===== src/rtl/md_pkg.sv =====
// Shared definitions for the multiply/divide sequencer and its wrapper.
// The state encoding is visible on the sequencer debug port.
package md_pkg;

   typedef enum logic [1:0] {
      IDLE  = 2'd0,
      START = 2'd1,
      WAIT  = 2'd2,
      DONE  = 2'd3
   } md_state_e;

   localparam logic OP_DIV  = 1'b0;
   localparam logic OP_MULT = 1'b1;

   localparam int MD_LATENCY = 33;

endpackage


===== src/rtl/md_divmult.sv =====
// Unsigned multiply/divide unit: results are registered on md_start and held,
// so they are stable well before the sequencer samples them.
module md_divmult
   import md_pkg::*;
#(
   parameter int WIDTH = 32
) (
   input  logic             clk,
   input  logic             reset,
   input  logic             start,
   input  logic             ctrl,
   input  logic [WIDTH-1:0] a,
   input  logic [WIDTH-1:0] b,
   output logic [WIDTH-1:0] hi,
   output logic [WIDTH-1:0] lo
);

   logic [2*WIDTH-1:0] prod;
   logic [WIDTH-1:0]   hi_q, lo_q;

   assign prod = (2*WIDTH)'(a) * (2*WIDTH)'(b);

   always_ff @(posedge clk) begin
      if (reset) begin
         hi_q <= '0;
         lo_q <= '0;
      end else if (start) begin
         if (ctrl == OP_MULT) begin
            hi_q <= prod[2*WIDTH-1:WIDTH];
            lo_q <= prod[WIDTH-1:0];
         end else if (b != '0) begin
            hi_q <= a % b;
            lo_q <= a / b;
         end else begin
            hi_q <= '0;
            lo_q <= '0;
         end
      end
   end

   assign hi = hi_q;
   assign lo = lo_q;

endmodule


===== src/rtl/md_unit.sv =====
// Pairs the sequencer with the DIVMULT unit; both share the CPU reset.
module md_unit
   import md_pkg::*;
#(
   parameter int LATENCY = MD_LATENCY,
   parameter int WIDTH   = 32
) (
   input  logic             clk,
   input  logic             reset,
   input  logic             req,
   input  logic             op,
   input  logic [WIDTH-1:0] a_in,
   input  logic [WIDTH-1:0] b_in,
   input  logic             flush,
   input  logic             hi_we,
   input  logic             lo_we,
   input  logic [WIDTH-1:0] wdata,
   output logic             busy,
   output logic             done,
   output logic             div0_exc,
   output logic [WIDTH-1:0] hi_out,
   output logic [WIDTH-1:0] lo_out,
   output md_state_e        state_o
);

   logic             md_start, md_ctrl;
   logic [WIDTH-1:0] md_a, md_b, md_hi, md_lo;

   md_sequencer #(.LATENCY(LATENCY), .WIDTH(WIDTH)) u_seq (
      .clk(clk), .reset(reset), .req(req), .op(op), .a_in(a_in), .b_in(b_in),
      .flush(flush), .hi_we(hi_we), .lo_we(lo_we), .wdata(wdata),
      .busy(busy), .done(done), .div0_exc(div0_exc), .hi_out(hi_out), .lo_out(lo_out),
      .md_start(md_start), .md_ctrl(md_ctrl), .md_a(md_a), .md_b(md_b),
      .md_hi(md_hi), .md_lo(md_lo), .state_o(state_o)
   );

   md_divmult #(.WIDTH(WIDTH)) u_divmult (
      .clk(clk), .reset(reset), .start(md_start), .ctrl(md_ctrl),
      .a(md_a), .b(md_b), .hi(md_hi), .lo(md_lo)
   );

endmodule


===== src/rtl/md_sequencer.sv =====
// Sequences one multiply/divide through the DIVMULT unit and owns the architectural HI/LO.
// Handshake: req is taken only while busy is low; completion is a one-cycle done pulse.
module md_sequencer
   import md_pkg::*;
#(
   parameter int LATENCY = MD_LATENCY,
   parameter int WIDTH   = 32
) (
   input  logic             clk,
   input  logic             reset,
   input  logic             req,
   input  logic             op,
   input  logic [WIDTH-1:0] a_in,
   input  logic [WIDTH-1:0] b_in,
   input  logic             flush,
   input  logic             hi_we,
   input  logic             lo_we,
   input  logic [WIDTH-1:0] wdata,
   output logic             busy,
   output logic             done,
   output logic             div0_exc,
   output logic [WIDTH-1:0] hi_out,
   output logic [WIDTH-1:0] lo_out,
   output logic             md_start,
   output logic             md_ctrl,
   output logic [WIDTH-1:0] md_a,
   output logic [WIDTH-1:0] md_b,
   input  logic [WIDTH-1:0] md_hi,
   input  logic [WIDTH-1:0] md_lo,
   output md_state_e        state_o
);

   localparam int CNT_W = $clog2(LATENCY + 1);
   localparam logic [CNT_W-1:0] CNT_LOAD = CNT_W'(LATENCY);

   md_state_e        state_q;
   logic [CNT_W-1:0] cnt_q;
   logic             busy_q, done_q, div0_q, start_q, ctrl_q;
   logic [WIDTH-1:0] a_q, b_q, hi_q, lo_q;

   logic accept, div0_req;

   assign accept   = (state_q == IDLE) && req && !flush;
   assign div0_req = (op == OP_DIV) && (b_in == '0);

   always_ff @(posedge clk) begin
      if (reset) begin
         state_q <= IDLE;
         cnt_q   <= '0;
         busy_q  <= 1'b0;
         done_q  <= 1'b0;
         div0_q  <= 1'b0;
         start_q <= 1'b0;
         ctrl_q  <= 1'b0;
         a_q     <= '0;
         b_q     <= '0;
         hi_q    <= '0;
         lo_q    <= '0;
      end else begin
         done_q  <= 1'b0;
         div0_q  <= 1'b0;
         start_q <= 1'b0;
         case (state_q)
            IDLE: begin
               if (hi_we) hi_q <= wdata;
               if (lo_we) lo_q <= wdata;
               if (accept) begin
                  ctrl_q <= op;
                  a_q    <= a_in;
                  b_q    <= b_in;
                  busy_q <= 1'b1;
                  // Divide by zero never reaches the unit; report it straight away.
                  if (div0_req) begin
                     state_q <= DONE;
                     done_q  <= 1'b1;
                     div0_q  <= 1'b1;
                  end else begin
                     state_q <= START;
                     start_q <= 1'b1;
                  end
               end
            end
            START: begin
               if (flush) begin
                  state_q <= IDLE;
                  busy_q  <= 1'b0;
               end else begin
                  cnt_q   <= CNT_LOAD;
                  state_q <= WAIT;
               end
            end
            WAIT: begin
               if (flush) begin
                  state_q <= IDLE;
                  busy_q  <= 1'b0;
                  cnt_q   <= '0;
               end else begin
                  if (cnt_q != '0) cnt_q <= cnt_q - CNT_W'(1);
                  // Count of 1 marks the last wait cycle: capture the result now.
                  if (cnt_q <= CNT_W'(1)) begin
                     hi_q    <= md_hi;
                     lo_q    <= md_lo;
                     done_q  <= 1'b1;
                     state_q <= DONE;
                  end
               end
            end
            DONE: begin
               state_q <= IDLE;
               busy_q  <= 1'b0;
            end
            default: begin
               state_q <= IDLE;
               busy_q  <= 1'b0;
            end
         endcase
      end
   end

   assign busy     = busy_q;
   assign done     = done_q;
   assign div0_exc = div0_q;
   assign md_start = start_q;
   assign md_ctrl  = ctrl_q;
   assign md_a     = a_q;
   assign md_b     = b_q;
   assign hi_out   = hi_q;
   assign lo_out   = lo_q;
   assign state_o  = state_q;

endmodule


===== config.mk =====
export PLATFORM = sky130hd
export DESIGN_NAME = md_unit
export DESIGN_NICKNAME = d
export VERILOG_FILES = /design/src/rtl/md_pkg.sv /design/src/rtl/md_divmult.sv /design/src/rtl/md_unit.sv /design/src/rtl/md_sequencer.sv
export SDC_FILE = /design/constraint.sdc
export NUM_CORES = 2
export LEC_CHECK = 0
export ABC_AREA = 1
export BUFFER_PORTS_ARGS = -buffer_cell sky130_fd_sc_hd__buf_2
export CORE_MARGIN = 5
export CORE_UTILIZATION = 66
export CTS_CLUSTER_SIZE = 40
export DETAILED_ROUTE_END_ITERATION = 10
export PLACE_DENSITY = 0.92
export RECOVER_POWER = 50
export SLEW_MARGIN = 20
export SYNTH_ARGS = -nofsm -noshare
export SYNTH_HDL_FRONTEND = slang
export SYNTH_SLANG_ARGS = --single-unit

===== constraint.sdc =====
create_clock -name clk -period 75.3 [get_ports clk]
set_clock_uncertainty 0.15 [all_clocks]
set_input_delay 7.53 -clock clk [delete_from_list [all_inputs] [get_ports clk]]
set_output_delay 7.53 -clock clk [all_outputs]
set_load 0.02 [all_outputs]

==> results.sh <==
export IMPL_status="complete, but fails checks"
export IMPL_violations="capacitance limit, slew limit"
export IMPL_cts_hold_buf=0
export IMPL_r2r_start="u_seq.md_b[31]"
export IMPL_placed_area_sq_mm=0.0734
export IMPL_async_flop_share_pct=0
export IMPL_grt_total_usage_pct=48.4
export IMPL_routedWlPerCell_microns=24.2
export IMPL_reg2reg_slack_ns=5.51
export IMPL_post_route_cell_area_sq_mm=0.0750
export IMPL_grt_first_pass_wirelength_microns=428000
export IMPL_arrival_ns=70.19
export IMPL_io_pins=172
export IMPL_syn_to_final_growth_pct=4.69
export IMPL_fill_cells=8969
export IMPL_clockBufferDepth=3
export IMPL_drv_cap=3
export IMPL_synthCells=10500
export IMPL_cts_root_buf="clkbuf_16"
export IMPL_fp_dieW_microns=340
export IMPL_avgSynthCellArea_sq_um=6.81
export IMPL_io_buffers=171
export IMPL_gp_congestion=1.09
export IMPL_first_pass_iters=10
export IMPL_slew_headroom_pct=-105
export IMPL_drive_gt1_share_pct=6.62
export IMPL_synth_edf_count=0
export IMPL_drc=0
export IMPL_cp_start_kind="flop"
export IMPL_worstSkewPairLatency_ns=0.64
export IMPL_fmax_mhz=14.3
export IMPL_setup_worst_path_end_class="flop"
export IMPL_hpwl_microns=217000
export IMPL_hold_viol=0
export IMPL_fin_setup_tns_ns=0
export IMPL_syn_nets=12300
export IMPL_layoutNonFillerInstCount=11900
export IMPL_vias_per_cell=6.21
export IMPL_clkTransAtPathRegs_ns=0.08
export IMPL_die_h_microns=340
export IMPL_num_vias=74000
export IMPL_cts_made_buffers=27
export IMPL_rr_worst_depth=464
export IMPL_worst_pin_slew_ns=3.07
export IMPL_slew_violations=149
export IMPL_crit_end="u_divmult.hi[18]"
export IMPL_synth_distinct_cells=80
export IMPL_ys_warn_count=0
export IMPL_final_setup_viol_count=0
export IMPL_grt_pass1_vias=73700
export IMPL_core_sq_mm=0.108
export IMPL_crit_top_cell="nand2_1"
export IMPL_drt_wl_total_microns=288000
export IMPL_drt_initial_drc_count=9476
export IMPL_start_util_pct=66.1
export IMPL_hold_class="reg2reg"
export IMPL_r2r_end="u_divmult.hi[18]"
export IMPL_cp_startpoint="u_seq.md_b[31]"
export IMPL_worstSetupPathType="reg2reg"
export IMPL_cts_tree="done"
export IMPL_cp_slowest_cell="a211oi_1"
export IMPL_synth_ff_type="dfxtp_1"
export IMPL_die_area_sq_mm=0.115
export IMPL_min_period_ns=69.79
export IMPL_post_route_period_util_pct=92.7
export IMPL_crit_fanout=34
export IMPL_syn_area_sq_mm=0.0717
export IMPL_gr_total_overflow=0
export IMPL_worst_hold_slack_ns=0.297
export IMPL_antenna_found_initial=19
export IMPL_yosysSeqAreaShare_pct=5.72
export IMPL_grt_max_degree=94
export IMPL_final_nets=12300
export IMPL_rows=121
export IMPL_dp_cells=11800
export IMPL_clkSinkCount=205
export IMPL_cpPeakStageDelay_ns=0.42
export IMPL_ys_ff_latch=205
export IMPL_required_ns=75.69
export IMPL_htreeDepth=1
export IMPL_ant_nets=0
worst max-delay path, delay by kind of cell (launching register included):
kind / cells / cell delay [ns]
AOI/OAI and AO/OA: 127 / 23.47
xor gates and xnor gates: 5 / 0.76
adders and majority gates: 31 / 9.68
buffers and inverters: 73 / 7.71
DFF: 1 / 0.32
and+or+nand+nor: 228 / 27.39
per-layer routing:
metal | vias up | share of wire (%) | global-route usage, %
li1 | 32400 | - | -
met1 | 34100 | 35 | 60.3
met2 | 5631 | 41 | 71.0
met3 | 1845 | 15 | 16.4
met4 | 8 | 9.1 | 32.6
met5 | - | 0.017 | 0
worst min-delay path by stage:
stage               slack (ns)              from          endpoint  cells past startpoint
global route              0.32  u_seq.lo_out[28]  u_seq.lo_out[28]                      2
finish                    0.30  u_seq.lo_out[28]  u_seq.lo_out[28]                      2
CTS                       0.29  u_seq.lo_out[16]  u_seq.lo_out[16]                      2
global placement          0.28  u_seq.lo_out[16]  u_seq.lo_out[16]                      2
detailed placement        0.28   u_seq.hi_out[1]   u_seq.hi_out[1]                      2
floorplan                 0.29   u_divmult.hi[0]   u_divmult.hi[0]                      2
timing repair:
item,4_1_cts,5_1_grt
gates cloned,0,5
setup buffers,0,35
pin swaps,0,5
resized for setup,6,127
setup endpoints to repair,30,35
cells in the mapped netlist, drive strengths merged (20+ instances only):
| library cell | number | area (sq um) |
|---|---|---|
| a221oi | 24 | 210 |
| nand3 | 361 | 2130 |
| xnor2 | 120 | 1050 |
| clkbuf | 306 | 1150 |
| o21a | 22 | 165 |
| ha | 801 | 10000 |
| a211oi | 25 | 188 |
| a31oi | 48 | 300 |
| a21boi | 26 | 206 |
| xor2 | 267 | 2340 |
| o211ai | 30 | 235 |
| o21ai | 562 | 2940 |
| o31ai | 20 | 150 |
| o21bai | 53 | 402 |
| and2 | 42 | 263 |
| fa | 897 | 18000 |
| inv | 2200 | 8260 |
| dfxtp | 205 | 4100 |
| nor3 | 86 | 458 |
| nor2 | 386 | 1610 |
| or2 | 64 | 400 |
| a21o | 25 | 189 |
| nand4 | 48 | 307 |
| nor4 | 36 | 225 |
| buf | 132 | 739 |
| a21oi | 771 | 3950 |
| nand2 | 2871 | 10900 |
final cells by class:
| type | count | area (sq um) | share of cell area, % |
|---|---|---|---|
| Clock inverter | 17 | 181 | 0.242 |
| Multi-Input combinational cell | 7670 | 57800 | 77.0 |
| Inverter | 2210 | 8350 | 11.1 |
| Timing Repair inverter | 5 | 27.5 | 0.0367 |
| Clock buffer | 32 | 734 | 0.979 |
| Timing Repair Buffer | 337 | 2060 | 2.75 |
| Antenna cell | 20 | 50.0 | 0.0667 |
| Tap cell | 1414 | 1770 | 2.36 |
| Sequential cell | 205 | 4110 | 5.48 |
kinds of logic (layout without fill, tap and decap cells):
kind of cell / Yosys count / in the layout / synth area share, %
buffers and inverters: 2650 / 2601 / 14.2
and+or+nand+nor: 3918 / 3918 / 23.0
muxes: 13 / 13 / 0.209
DFF: 205 / 205 / 5.72
adders and majority gates: 1698 / 1698 / 39.0
xor gates and xnor gates: 387 / 387 / 4.73
AOI/OAI and AO/OA: 1654 / 1654 / 13.0
other: 0 / 20 / 0
through the flow:
step,util (%),setup WS (ns)
after floorplan,-,13.97
after global placement,67.7,0.953
after detailed placement,67.7,-0.502
after CTS,68.6,0.0270
after global routing,69.2,-0.230
final,69.2,5.51
state kept, by name (all words and copies together) (netlist names):
| signal | count |
|---|---|
| u_divmult.hi | 32 |
| u_divmult.lo | 32 |
| u_seq.busy | 1 |
| u_seq.cnt_q | 6 |
| u_seq.div0_exc | 1 |
| u_seq.done | 1 |
| u_seq.hi_out | 32 |
| u_seq.lo_out | 32 |
| u_seq.md_a | 32 |
| u_seq.md_b | 32 |
| u_seq.md_ctrl | 1 |
| u_seq.md_start | 1 |
| u_seq.state_o | 2 |
placed cells by master, fill, tap and decap left out, types with 20 or more instances in the layout:
master and count:
a21oi_2 25, o21ai_2 39, nor3_1 75, xor2_1 267, o21ai_1 72, nand4_1 47
o21ai_0 449, nand3_1 290, nand2_1 2809, a211oi_1 24, a21o_1 24, xnor2_1 120
o21a_1 22, nand2_2 49, buf_4 154, o211ai_1 28, clkbuf_16 27, or2_2 57
inv_1 2162, and2_1 42, o21bai_1 50, diode_2 20, clkbuf_1 73, a31oi_1 46
nor2_1 361, inv_2 27, nor4_1 28, fa_1 897, ha_1 800, buf_2 101
a221oi_1 24, nand3_2 66, dfxtp_1 198, a21oi_1 743
Power is not shown: default switching activity piles up to over one toggle a cycle in this logic, so the estimate is an artifact.
